**config.mk**
```make
export PLATFORM = sky130hd
export DESIGN_NAME = nios2_ram_width_adapter_flat
export DESIGN_NICKNAME = d
export VERILOG_FILES = /design/src/rtl/nios2_ram_width_adapter_if.sv /design/src/rtl/nios2_ram_width_adapter.sv /design/src/flat_wrapper.sv
export SDC_FILE = /design/constraint.sdc
export NUM_CORES = 1
export LEC_CHECK = 0
export ABC_CLOCK_PERIOD_IN_PS = 2920
export CAP_MARGIN = 25
export CELL_PAD_IN_SITES_DETAIL_PLACEMENT = 0
export CELL_PAD_IN_SITES_GLOBAL_PLACEMENT = 1
export CORE_ASPECT_RATIO = 0.5
export CORE_UTILIZATION = 30
export DETAILED_ROUTE_END_ITERATION = 16
export PLACE_DENSITY = 0.78
export REMOVE_ABC_BUFFERS = 1
export SLEW_MARGIN = 15
export SYNTH_ARGS = -nofsm -noshare
export SYNTH_HDL_FRONTEND = slang
export SYNTH_SLANG_ARGS = --single-unit
```
**constraint.sdc**
```tcl
create_clock -name clk -period 2.92 [get_ports clk]
set_input_delay 0.438 -clock clk [delete_from_list [all_inputs] [get_ports clk]]
set_output_delay 0.438 -clock clk [all_outputs]
set_load 0.05 [all_outputs]
```
**src/rtl/nios2_ram_width_adapter_if.sv**
```systemverilog
// Generic Avalon-MM bus bundle shared by the 32-bit CPU side and the 16-bit RAM side.
interface nios2_ram_width_adapter_if #(
    parameter int ADDR_W = 15,
    parameter int DATA_W = 32
) ();
    logic [ADDR_W-1:0]   address;
    logic [DATA_W/8-1:0] byteenable;
    logic                read;
    logic                write;
    logic [DATA_W-1:0]   writedata;
    logic                waitrequest;
    logic [DATA_W-1:0]   readdata;
    logic                readdatavalid;
    logic                chipselect;
    logic                clken;

    modport slave (
        input  address, byteenable, read, write, writedata,
        output waitrequest, readdata, readdatavalid
    );

    modport master (
        output address, byteenable, chipselect, write, writedata, clken,
        input  readdata
    );
endinterface

```
**src/rtl/nios2_ram_width_adapter.sv**
```systemverilog
// Splits 32-bit Avalon-MM accesses into two 16-bit RAM halfword cycles and
// reassembles read data; accesses beyond the RAM are accepted and dropped.
module nios2_ram_width_adapter #(
    parameter int RAM_DEPTH = 51200
) (
    input  logic                          clk,
    input  logic                          reset,
    nios2_ram_width_adapter_if.slave      s,
    nios2_ram_width_adapter_if.master     m
);
    typedef enum logic [1:0] {IDLE, LO, HI, RLAST} state_t;

    localparam logic [15:0] WORDS = 16'(RAM_DEPTH / 2);

    state_t      state_q, state_d;
    logic [14:0] addr_q, addr_d;
    logic [3:0]  be_q, be_d;
    logic [31:0] wd_q, wd_d;
    logic        isRead_q, isRead_d;
    logic [15:0] loData_q, loData_d;
    logic [31:0] rdData_q, rdData_d;
    logic        rdValid_q, rdValid_d;
    logic [15:0] mAddr_q, mAddr_d;
    logic [1:0]  mBe_q, mBe_d;
    logic [15:0] mWd_q, mWd_d;
    logic        mCs_q, mCs_d;
    logic        mWr_q, mWr_d;

    logic [14:0] cmdAddr;
    logic [3:0]  cmdBe;
    logic [31:0] cmdWd;
    logic        inRange;

    // In IDLE the RAM-side registers are loaded straight from the request so
    // the first halfword cycle starts the cycle after acceptance.
    always_comb begin
        cmdAddr   = (state_q == IDLE) ? s.address    : addr_q;
        cmdBe     = (state_q == IDLE) ? s.byteenable : be_q;
        cmdWd     = (state_q == IDLE) ? s.writedata  : wd_q;
        inRange   = ({1'b0, s.address} < WORDS);

        state_d   = state_q;
        addr_d    = addr_q;
        be_d      = be_q;
        wd_d      = wd_q;
        isRead_d  = isRead_q;
        loData_d  = loData_q;
        rdData_d  = rdData_q;
        rdValid_d = 1'b0;
        mAddr_d   = mAddr_q;
        mBe_d     = mBe_q;
        mWd_d     = mWd_q;
        mCs_d     = 1'b0;
        mWr_d     = 1'b0;

        case (state_q)
            IDLE: begin
                if (s.read || s.write) begin
                    addr_d   = s.address;
                    be_d     = s.byteenable;
                    wd_d     = s.writedata;
                    isRead_d = !s.write;
                    if (!inRange) begin
                        if (!s.write) begin
                            rdData_d  = '0;
                            rdValid_d = 1'b1;
                        end
                    end else if (!s.write) begin
                        state_d = LO;
                        mAddr_d = {cmdAddr, 1'b0};
                        mBe_d   = 2'b11;
                        mCs_d   = 1'b1;
                    end else if (cmdBe[1:0] != 2'b00) begin
                        state_d = LO;
                        mAddr_d = {cmdAddr, 1'b0};
                        mBe_d   = cmdBe[1:0];
                        mWd_d   = cmdWd[15:0];
                        mCs_d   = 1'b1;
                        mWr_d   = 1'b1;
                    end else if (cmdBe[3:2] != 2'b00) begin
                        state_d = HI;
                        mAddr_d = {cmdAddr, 1'b1};
                        mBe_d   = cmdBe[3:2];
                        mWd_d   = cmdWd[31:16];
                        mCs_d   = 1'b1;
                        mWr_d   = 1'b1;
                    end
                end
            end
            LO: begin
                if (isRead_q) begin
                    state_d = HI;
                    mAddr_d = {cmdAddr, 1'b1};
                    mBe_d   = 2'b11;
                    mCs_d   = 1'b1;
                end else if (cmdBe[3:2] != 2'b00) begin
                    state_d = HI;
                    mAddr_d = {cmdAddr, 1'b1};
                    mBe_d   = cmdBe[3:2];
                    mWd_d   = cmdWd[31:16];
                    mCs_d   = 1'b1;
                    mWr_d   = 1'b1;
                end else begin
                    state_d = IDLE;
                end
            end
            HI: begin
                // RAM output now carries the low halfword addressed during LO.
                if (isRead_q) begin
                    loData_d = m.readdata;
                    state_d  = RLAST;
                end else begin
                    state_d  = IDLE;
                end
            end
            RLAST: begin
                rdData_d  = {m.readdata, loData_q};
                rdValid_d = 1'b1;
                state_d   = IDLE;
            end
            default: state_d = IDLE;
        endcase
    end

    always_ff @(posedge clk) begin
        if (reset) begin
            state_q   <= IDLE;
            addr_q    <= '0;
            be_q      <= '0;
            wd_q      <= '0;
            isRead_q  <= 1'b0;
            loData_q  <= '0;
            rdData_q  <= '0;
            rdValid_q <= 1'b0;
            mAddr_q   <= '0;
            mBe_q     <= '0;
            mWd_q     <= '0;
            mCs_q     <= 1'b0;
            mWr_q     <= 1'b0;
        end else begin
            state_q   <= state_d;
            addr_q    <= addr_d;
            be_q      <= be_d;
            wd_q      <= wd_d;
            isRead_q  <= isRead_d;
            loData_q  <= loData_d;
            rdData_q  <= rdData_d;
            rdValid_q <= rdValid_d;
            mAddr_q   <= mAddr_d;
            mBe_q     <= mBe_d;
            mWd_q     <= mWd_d;
            mCs_q     <= mCs_d;
            mWr_q     <= mWr_d;
        end
    end

    assign s.waitrequest   = reset | (state_q != IDLE);
    assign s.readdata      = rdData_q;
    assign s.readdatavalid = rdValid_q;
    assign m.address       = mAddr_q;
    assign m.byteenable    = mBe_q;
    assign m.writedata     = mWd_q;
    assign m.chipselect    = mCs_q;
    assign m.write         = mWr_q;
    assign m.clken         = ~reset;
endmodule

```
**src/flat_wrapper.sv**
```systemverilog
// flat-port wrapper written by rule: the top's interface ports become plain ports
module nios2_ram_width_adapter_flat 
#(
    parameter int RAM_DEPTH = 51200
)
  (clk, reset, s_address, s_byteenable, s_read, s_write, s_writedata, s_waitrequest, s_readdata, s_readdatavalid, m_address, m_byteenable, m_chipselect, m_write, m_writedata, m_clken, m_readdata);
  nios2_ram_width_adapter_if #(.ADDR_W(15), .DATA_W(32)) s_i ();
  nios2_ram_width_adapter_if #(.ADDR_W(16), .DATA_W(16)) m_i ();
  input  logic clk;
  input  logic reset;
  input wire logic [$bits(s_i.address)-1:0] s_address;
  input wire logic [$bits(s_i.byteenable)-1:0] s_byteenable;
  input wire logic [$bits(s_i.read)-1:0] s_read;
  input wire logic [$bits(s_i.write)-1:0] s_write;
  input wire logic [$bits(s_i.writedata)-1:0] s_writedata;
  output wire logic [$bits(s_i.waitrequest)-1:0] s_waitrequest;
  output wire logic [$bits(s_i.readdata)-1:0] s_readdata;
  output wire logic [$bits(s_i.readdatavalid)-1:0] s_readdatavalid;
  output wire logic [$bits(m_i.address)-1:0] m_address;
  output wire logic [$bits(m_i.byteenable)-1:0] m_byteenable;
  output wire logic [$bits(m_i.chipselect)-1:0] m_chipselect;
  output wire logic [$bits(m_i.write)-1:0] m_write;
  output wire logic [$bits(m_i.writedata)-1:0] m_writedata;
  output wire logic [$bits(m_i.clken)-1:0] m_clken;
  input wire logic [$bits(m_i.readdata)-1:0] m_readdata;
  assign s_i.address = s_address;
  assign s_i.byteenable = s_byteenable;
  assign s_i.read = s_read;
  assign s_i.write = s_write;
  assign s_i.writedata = s_writedata;
  assign s_waitrequest = s_i.waitrequest;
  assign s_readdata = s_i.readdata;
  assign s_readdatavalid = s_i.readdatavalid;
  assign m_address = m_i.address;
  assign m_byteenable = m_i.byteenable;
  assign m_chipselect = m_i.chipselect;
  assign m_write = m_i.write;
  assign m_writedata = m_i.writedata;
  assign m_clken = m_i.clken;
  assign m_i.readdata = m_readdata;
  nios2_ram_width_adapter #(.RAM_DEPTH(RAM_DEPTH)) u_core (.clk(clk), .reset(reset), .s(s_i), .m(m_i));
endmodule
```
Yosys cells after proc, flatten, opt, wreduce, memory -nomap -nowiden
Index checks and enable logic that the tools add are counted.
{ "totals": {"wordCells": 93, "register_bits": 139, "in_bits": 71, "output_inout_bits": 71} }
{ "classes": {"n_reduce_logical": 14, "order_cmp": 1, "n_bitwise": 2, "n_eq_ne": 10, "mux": 53} }
{ "op_table": {"columns": ["cell", "n"], "rows": [
  ["16-bit 2-to-1 mux", 12],
  ["32-bit 2-to-1 mux", 4],
  ["16-bit one-hot mux with 2 select lines", 2],
  ["32-bit one-hot mux with 2 select lines", 1],
  ["2-bit 2-to-1 mux", 14],
  ["15-bit less-than comparator (second input constant)", 1],
  ["15-bit 2-to-1 mux", 1],
  ["1-bit 2-to-1 mux", 13],
  ["2-bit inequality test (second input constant)", 5],
  ["2-bit nonzero test", 5],
  ["2-bit one-hot mux with 4 select lines", 1],
  ["1-bit one-hot mux with 2 select lines", 3],
  ["3-bit AND reduction", 2],
  ["5-bit AND reduction", 1],
  ["2-bit equality test (second input constant)", 2],
  ["4-bit 2-to-1 mux", 1],
  ["4-bit inequality test (second input constant)", 1],
  ["2-bit one-hot mux with 2 select lines", 1],
  ["2-bit AND reduction", 2],
  ["4-bit AND reduction", 1],
  ["2-bit by 1-bit equality test with 1-bit output (second input constant)", 1],
  ["2-bit logical NOT", 1],
  ["2-bit by 1-bit inequality test with 1-bit output (second input constant)", 1],
  ["1-bit logical NOT", 1],
  ["other kinds (3)", 3]
]} }

Depth between registers and ports, before layout
{ "depth": {"ltp_word": 9, "ltp_mapped": 10, "depth_no_buf": 6} }

Least setup slack after synthesis
OpenSTA, ideal clock, no wires.
{ "synth_path": {"path_kind": "register to register", "from": "register u_core.state_q[0]", "to": "register u_core.mAddr_q[10] (netlist: u_core.m.address[10])", "path_stages_with_launch": 10, "t_arrival_ps": 2155, "setup_time_ps": 72, "path_buffers": 3, "required_ps": 2848, "setup_slack_ps": 693, "synth_period_minus_slack_ps": 2227, "path_cell_list": "dfxtp_1 inv_1 ha_1 buf_4 or3_1 buf_2 and2_4 o31ai_4 buf_6 mux2i_1"} }
{ "synth_via": {"elab_chain_len": 9, "word_cells_on_any_way": 17, "cone_classes": "eq/ne (3); mux (9); reduce/logical (5)"} }
{ "synth_rtl": {"columns": ["item", "line", "rtl"], "rows": [
  ["start: declaration", "nios2_ram_width_adapter.sv:15", "state_t state_q, state_d;"],
  ["start signal: assignment", "nios2_ram_width_adapter.sv:141", "state_q <= state_d;"],
  ["2-bit logical NOT", "nios2_ram_width_adapter.sv:37, nios2_ram_width_adapter.sv:38, nios2_ram_width_adapter.sv:56", null],
  ["4-bit 2-to-1 mux", "nios2_ram_width_adapter.sv:38", "cmdBe = (state_q == IDLE) ? s.byteenable : be_q;"],
  ["2-bit nonzero test", "nios2_ram_width_adapter.sv:80, nios2_ram_width_adapter.sv:96", null],
  ["16-bit 2-to-1 mux", "nios2_ram_width_adapter.sv:80, nios2_ram_width_adapter.sv:96", null],
  ["16-bit 2-to-1 mux", "nios2_ram_width_adapter.sv:73", "end else if (cmdBe[1:0] != 2'b00) begin"],
  ["16-bit 2-to-1 mux", "nios2_ram_width_adapter.sv:68", "end else if (!s.write) begin"],
  ["16-bit 2-to-1 mux", "nios2_ram_width_adapter.sv:63", "if (!inRange) begin"],
  ["16-bit 2-to-1 mux", "nios2_ram_width_adapter.sv:58", "if (s.read || s.write) begin"],
  ["16-bit one-hot mux with 2 select lines", "nios2_ram_width_adapter.sv:56", "case (state_q)"],
  ["end signal: assignment", "nios2_ram_width_adapter.sv:149", "mAddr_q <= mAddr_d;"],
  ["end: declaration", "nios2_ram_width_adapter.sv:23", "logic [15:0] mAddr_q, mAddr_d;"]
]} }
Parallel ways exist; a longest one is shown, timed or not. The select of a mux whose other input is x is not followed.
A chain may end at the register's enable or synchronous reset.

Final worst setup path
{ "layout_path": {"from": "register u_core.state_q[0]", "to": "register u_core.mWd_q[15] (netlist: u_core.m.writedata[15])"} }
{ "layout_via": {"elab_chain_len": 9, "word_cells_on_any_way": 19, "cone_classes": "eq/ne (5); mux (9); reduce/logical (5)"} }
{ "layout_rtl": {"columns": ["item", "line", "rtl"], "rows": [
  ["2-bit logical NOT", "nios2_ram_width_adapter.sv:38, nios2_ram_width_adapter.sv:39, nios2_ram_width_adapter.sv:56", null],
  ["4-bit 2-to-1 mux", "nios2_ram_width_adapter.sv:38", null],
  ["2-bit nonzero test", "nios2_ram_width_adapter.sv:80, nios2_ram_width_adapter.sv:96", null],
  ["16-bit 2-to-1 mux", "nios2_ram_width_adapter.sv:80, nios2_ram_width_adapter.sv:96", null],
  ["16-bit 2-to-1 mux", "nios2_ram_width_adapter.sv:73", null],
  ["16-bit 2-to-1 mux", "nios2_ram_width_adapter.sv:68", null],
  ["16-bit 2-to-1 mux", "nios2_ram_width_adapter.sv:63", null],
  ["16-bit 2-to-1 mux", "nios2_ram_width_adapter.sv:58", null],
  ["16-bit one-hot mux with 2 select lines", "nios2_ram_width_adapter.sv:56", null],
  ["end signal: assignment", "nios2_ram_width_adapter.sv:151", "mWd_q <= mWd_d;"],
  ["end: declaration", "nios2_ram_width_adapter.sv:25", "logic [15:0] mWd_q, mWd_d;"]
]} }
Parallel ways exist; a longest one is shown, timed or not. The select of a mux whose other input is x is not followed.

==> impl_metrics.py <==
metrics = {
    "outcome": {
        "status": "completed",
    },
    "critical_path": {
        "critPathKind": "register to register",
        "worstPathRequired_ns": 3.26,
        "cp-start-kind": "register",
        "reg2reg_to": "u_core.m.writedata[15]",
        "timing.rr.start": "u_core.state_q[0]",
        "crit_slowest_cell": "or3_1",
        "worstPathCellList": "inv_1 -> ha_4 -> buf_4 -> nor3b_1 -> or3_1 -> o211ai_1 -> a31oi_1",
        "cp_top_family": "simple AND/OR/NAND/NOR gates",
        "end_kind": "register",
        "arrival_ns": 2.97,
        "r2r_cells": 7,
        "critPathMaxStageDelay_ns": 0.62,
        "crit_buf_inv": 2,
        "critPathMaxFanout": 22,
        "rrSetupSlack_ns": 0.29,
    },
    "clock_tree": {
        "root_buffer": "clkbuf_16",
        "cts_sinks": 139,
        "path_clk_slew_ns": 0.06,
        "worstSkewPairLatency_ns": 0.41,
        "ctsHoldBuffers": 0,
        "htree_levels": 4,
        "ctsResizeCount": 0,
        "cts_buffers": 17,
        "cts_max_path_buffers": 2,
        "cts_tree": "done",
        "cts_setup_buffers": 0,
    },
    "drt": {
        "avgViaCountPerCell": 4.92,
        "drt_iter0_drc": 234,
        "drt_wl_total_um": 17000,
        "num_vias": 5338,
        "drc": 0,
        "ant_nets": 0,
        "wl_per_cell_um": 15.7,
        "dr.pass1.iters": 5,
    },
    "timing": {
        "max_slew_margin_pct": 52.7,
        "worst_pin_slew_ns": 0.710,
        "setup_viol": 0,
        "fin_crit_sh_pct": 90.2,
        "slew_viol_final": 0,
        "fin_crit_ns": 2.63,
        "hold_ws_ns": 0.451,
        "fin_skew_ns": 0.00689,
        "hold_viol": 0,
        "max_freq_mhz": 380,
        "rsz0062_at_grt": "false",
    },
    "hold_path": {
        "holdPathEnd": "u_core.wd_q[24]",
        "hp-class": "register to register",
        "whs_path_depth": 2,
        "hp-start": "u_core.wd_q[24]",
    },
    "floorplanning": {
        "fp.coreArea_mm2": 0.0195,
        "io_pins": 142,
        "rows": 36,
        "die_width_um": 202,
        "dieArea_mm2": 0.0205,
        "die_h_um": 102,
        "start_util_pct": 30.7,
    },
    "final_layout": {
        "final_util_pct": 42.7,
        "fill_cells": 1927,
        "antenna-diode-count": 0,
        "area_growth_pct": 39.1,
        "drive_gt1_share_pct": 12.1,
        "fin_nets": 880,
        "fin_area_mm2": 0.00831,
        "layoutNonFillerInstCount": 1084,
    },
    "global_route": {
        "overflow": 0,
        "grt_pass1_vias": 5051,
        "grt_max_degree": 52,
        "grt_antenna_before_repair": 0,
        "gr-usage-all-layers_pct": 16.9,
        "grt_pass1_wl_um": 27300,
    },
    "synthesis": {
        "synthCells": 682,
        "synth_enable_flop_cells": 0,
        "synthesis.area_mm2": 0.00597,
        "synth_cell_type_count": 47,
        "ys_warn_count": 0,
        "synth-seq-cells": 139,
        "async_reset_ff_share_pct": 0,
        "synth_ff_type": "dfxtp_1",
        "syn_area_per_cell_um2": 8.76,
        "synth_seq_area_share_pct": 46.6,
    },
    "placed_design": {
        "gp_congestion": 0.833,
        "hpwl_um": 11300,
        "dp.cells": 1051,
        "io_buffers": 141,
        "place_area_mm2": 0.00767,
    },
    "pwr": {
        "vdd_ir_drop_max_v": 0.000579,
        "power.density_mw_per_mm2": 1130,
        "power.leakage_nw": 3.21,
        "power.total_w": 0.00941,
    },
    "run": {
        "maxCapViolations": 0,
    },
}
==> cells in the final DEF, fill, tap and decap left out, types with 2 or more instances in the layout <==
cell type | Yosys | layout
a211o_1 | 2 | 2
a211oi_1 | 3 | 3
a21oi_1 | 72 | 72
a22o_1 | 33 | 33
a31oi_1 | 20 | 20
buf_12 | 0 | 2
buf_4 | 1 | 20
bufinv_16 | 0 | 4
clkbuf_16 | 0 | 17
clkdlybuf4s50_1 | 0 | 138
clkinv_2 | 0 | 3
clkinv_4 | 0 | 3
clkinvlp_4 | 0 | 2
dfxtp_1 | 139 | 139
ha_1 | 4 | 3
inv_1 | 6 | 6
inv_6 | 0 | 2
mux2_2 | 32 | 32
mux2i_1 | 33 | 33
nand2_1 | 183 | 183
nand3_1 | 17 | 17
nor2_1 | 8 | 7
nor2b_1 | 3 | 3
nor3_1 | 6 | 5
nor3_2 | 1 | 2
nor3b_1 | 2 | 2
nor4_1 | 2 | 2
o211ai_1 | 16 | 16
o21ai_0 | 3 | 3
o31ai_1 | 17 | 17
or2_2 | 1 | 2
or3_1 | 2 | 2
==> per-layer routing <==
metal	part of all wire, %	wire length (um)	up-vias	global-route usage, %
met5	0	0	-	0
met2	46	7910	131	28.5
met4	1.2	207	0	4.55
li1	-	-	2654	-
met3	4.8	816	17	4.67
met1	48	8100	2536	21.5
==> state kept, by name (all words and copies together), names as in the netlist <==
name and count:
u_core.state_q 2, u_core.m.chipselect 1, u_core.m.byteenable 2, u_core.isRead_q 1
u_core.be_q 4, u_core.loData_q 16, u_core.m.write 1, u_core.wd_q 32
u_core.s.readdata 32, u_core.addr_q 15, u_core.m.address 16, u_core.s.readdatavalid 1
u_core.m.writedata 16
==> stage by stage <==
| stage | worst slack (ns) | TNS [ns] |
|---|---|---|
| 2_1_floorplan | -1.67 | -160.20 |
| 3_3_place_gp | 0.208 | 0 |
| 3_5_place_dp | 0.129 | 0 |
| 4_1_cts | 0.209 | 0 |
| 5_1_grt | 0.0754 | 0 |
| 6_report | 0.287 | 0 |
==> cells in the mapped netlist, types with 8 or more instances <==
cell	count	area share [%]
a21oi_1	72	6.0
a22o_1	33	4.8
a31oi_1	20	2.1
buf_2	12	1.0
clkbuf_1	38	2.4
dfxtp_1	139	47
mux2_2	32	6.0
mux2i_1	33	5.5
nand2_1	183	11
nand3_1	17	1.4
nor2_1	8	0.50
o211ai_1	16	2.0
o31ai_1	17	2.1
==> logic make-up (layout without fill, tap and decap cells) <==
group,Yosys count,count (layout),share of synthesized area [%]
adders and majority gates,4,4,0.838
DFF,139,139,46.6
and+or+nand+nor,231,231,15.9
AOI/OAI and AO/OA,178,178,20.4
muxes,65,65,11.6
buffers and inverters,65,201,4.67
==> power by group <==
group / total [W] / internal, W / leakage [nW] / switching [W]
logic: 0.00449 / 0.00171 / 1.77 / 0.00278
clock network: 0.00229 / 0.00143 / 0.301 / 0.000858
registers: 0.00262 / 0.00234 / 1.14 / 0.000285
==> worst max-delay path by stage <==
stage	cells after the start	slack [ns]	start	to
after floorplan	6	-1.67	u_core.state_q[0]	u_core.addr_q[0]
final	7	0.29	u_core.state_q[0]	u_core.m.writedata[15]
after CTS	7	0.21	u_core.state_q[0]	u_core.m.writedata[11]
after detailed placement	5	0.13	s_byteenable[3]	u_core.m.address[10]
after global routing	7	0.08	u_core.state_q[0]	u_core.m.writedata[15]
after global placement	5	0.21	s_byteenable[3]	u_core.m.address[9]
==> layout make-up <==
type                            instances  area (um^2)  area share, %
Multi-Input combinational cell        478         2960           35.6
Sequential cell                       139         2780           33.5
Timing Repair Buffer                  162         1590           19.1
Clock buffer                           18          429           5.17
Tap cell                              266          333           4.01
Clock inverter                         14          194           2.33
Inverter                                7         26.3          0.316
==> tightest hold or removal path, cell delays in order, from the launching register on <==
cell and delay (ns):
dfxtp_1 0.31, nand2_1 0.05, a21oi_1 0.05
(Power assumes the default switching activity.)
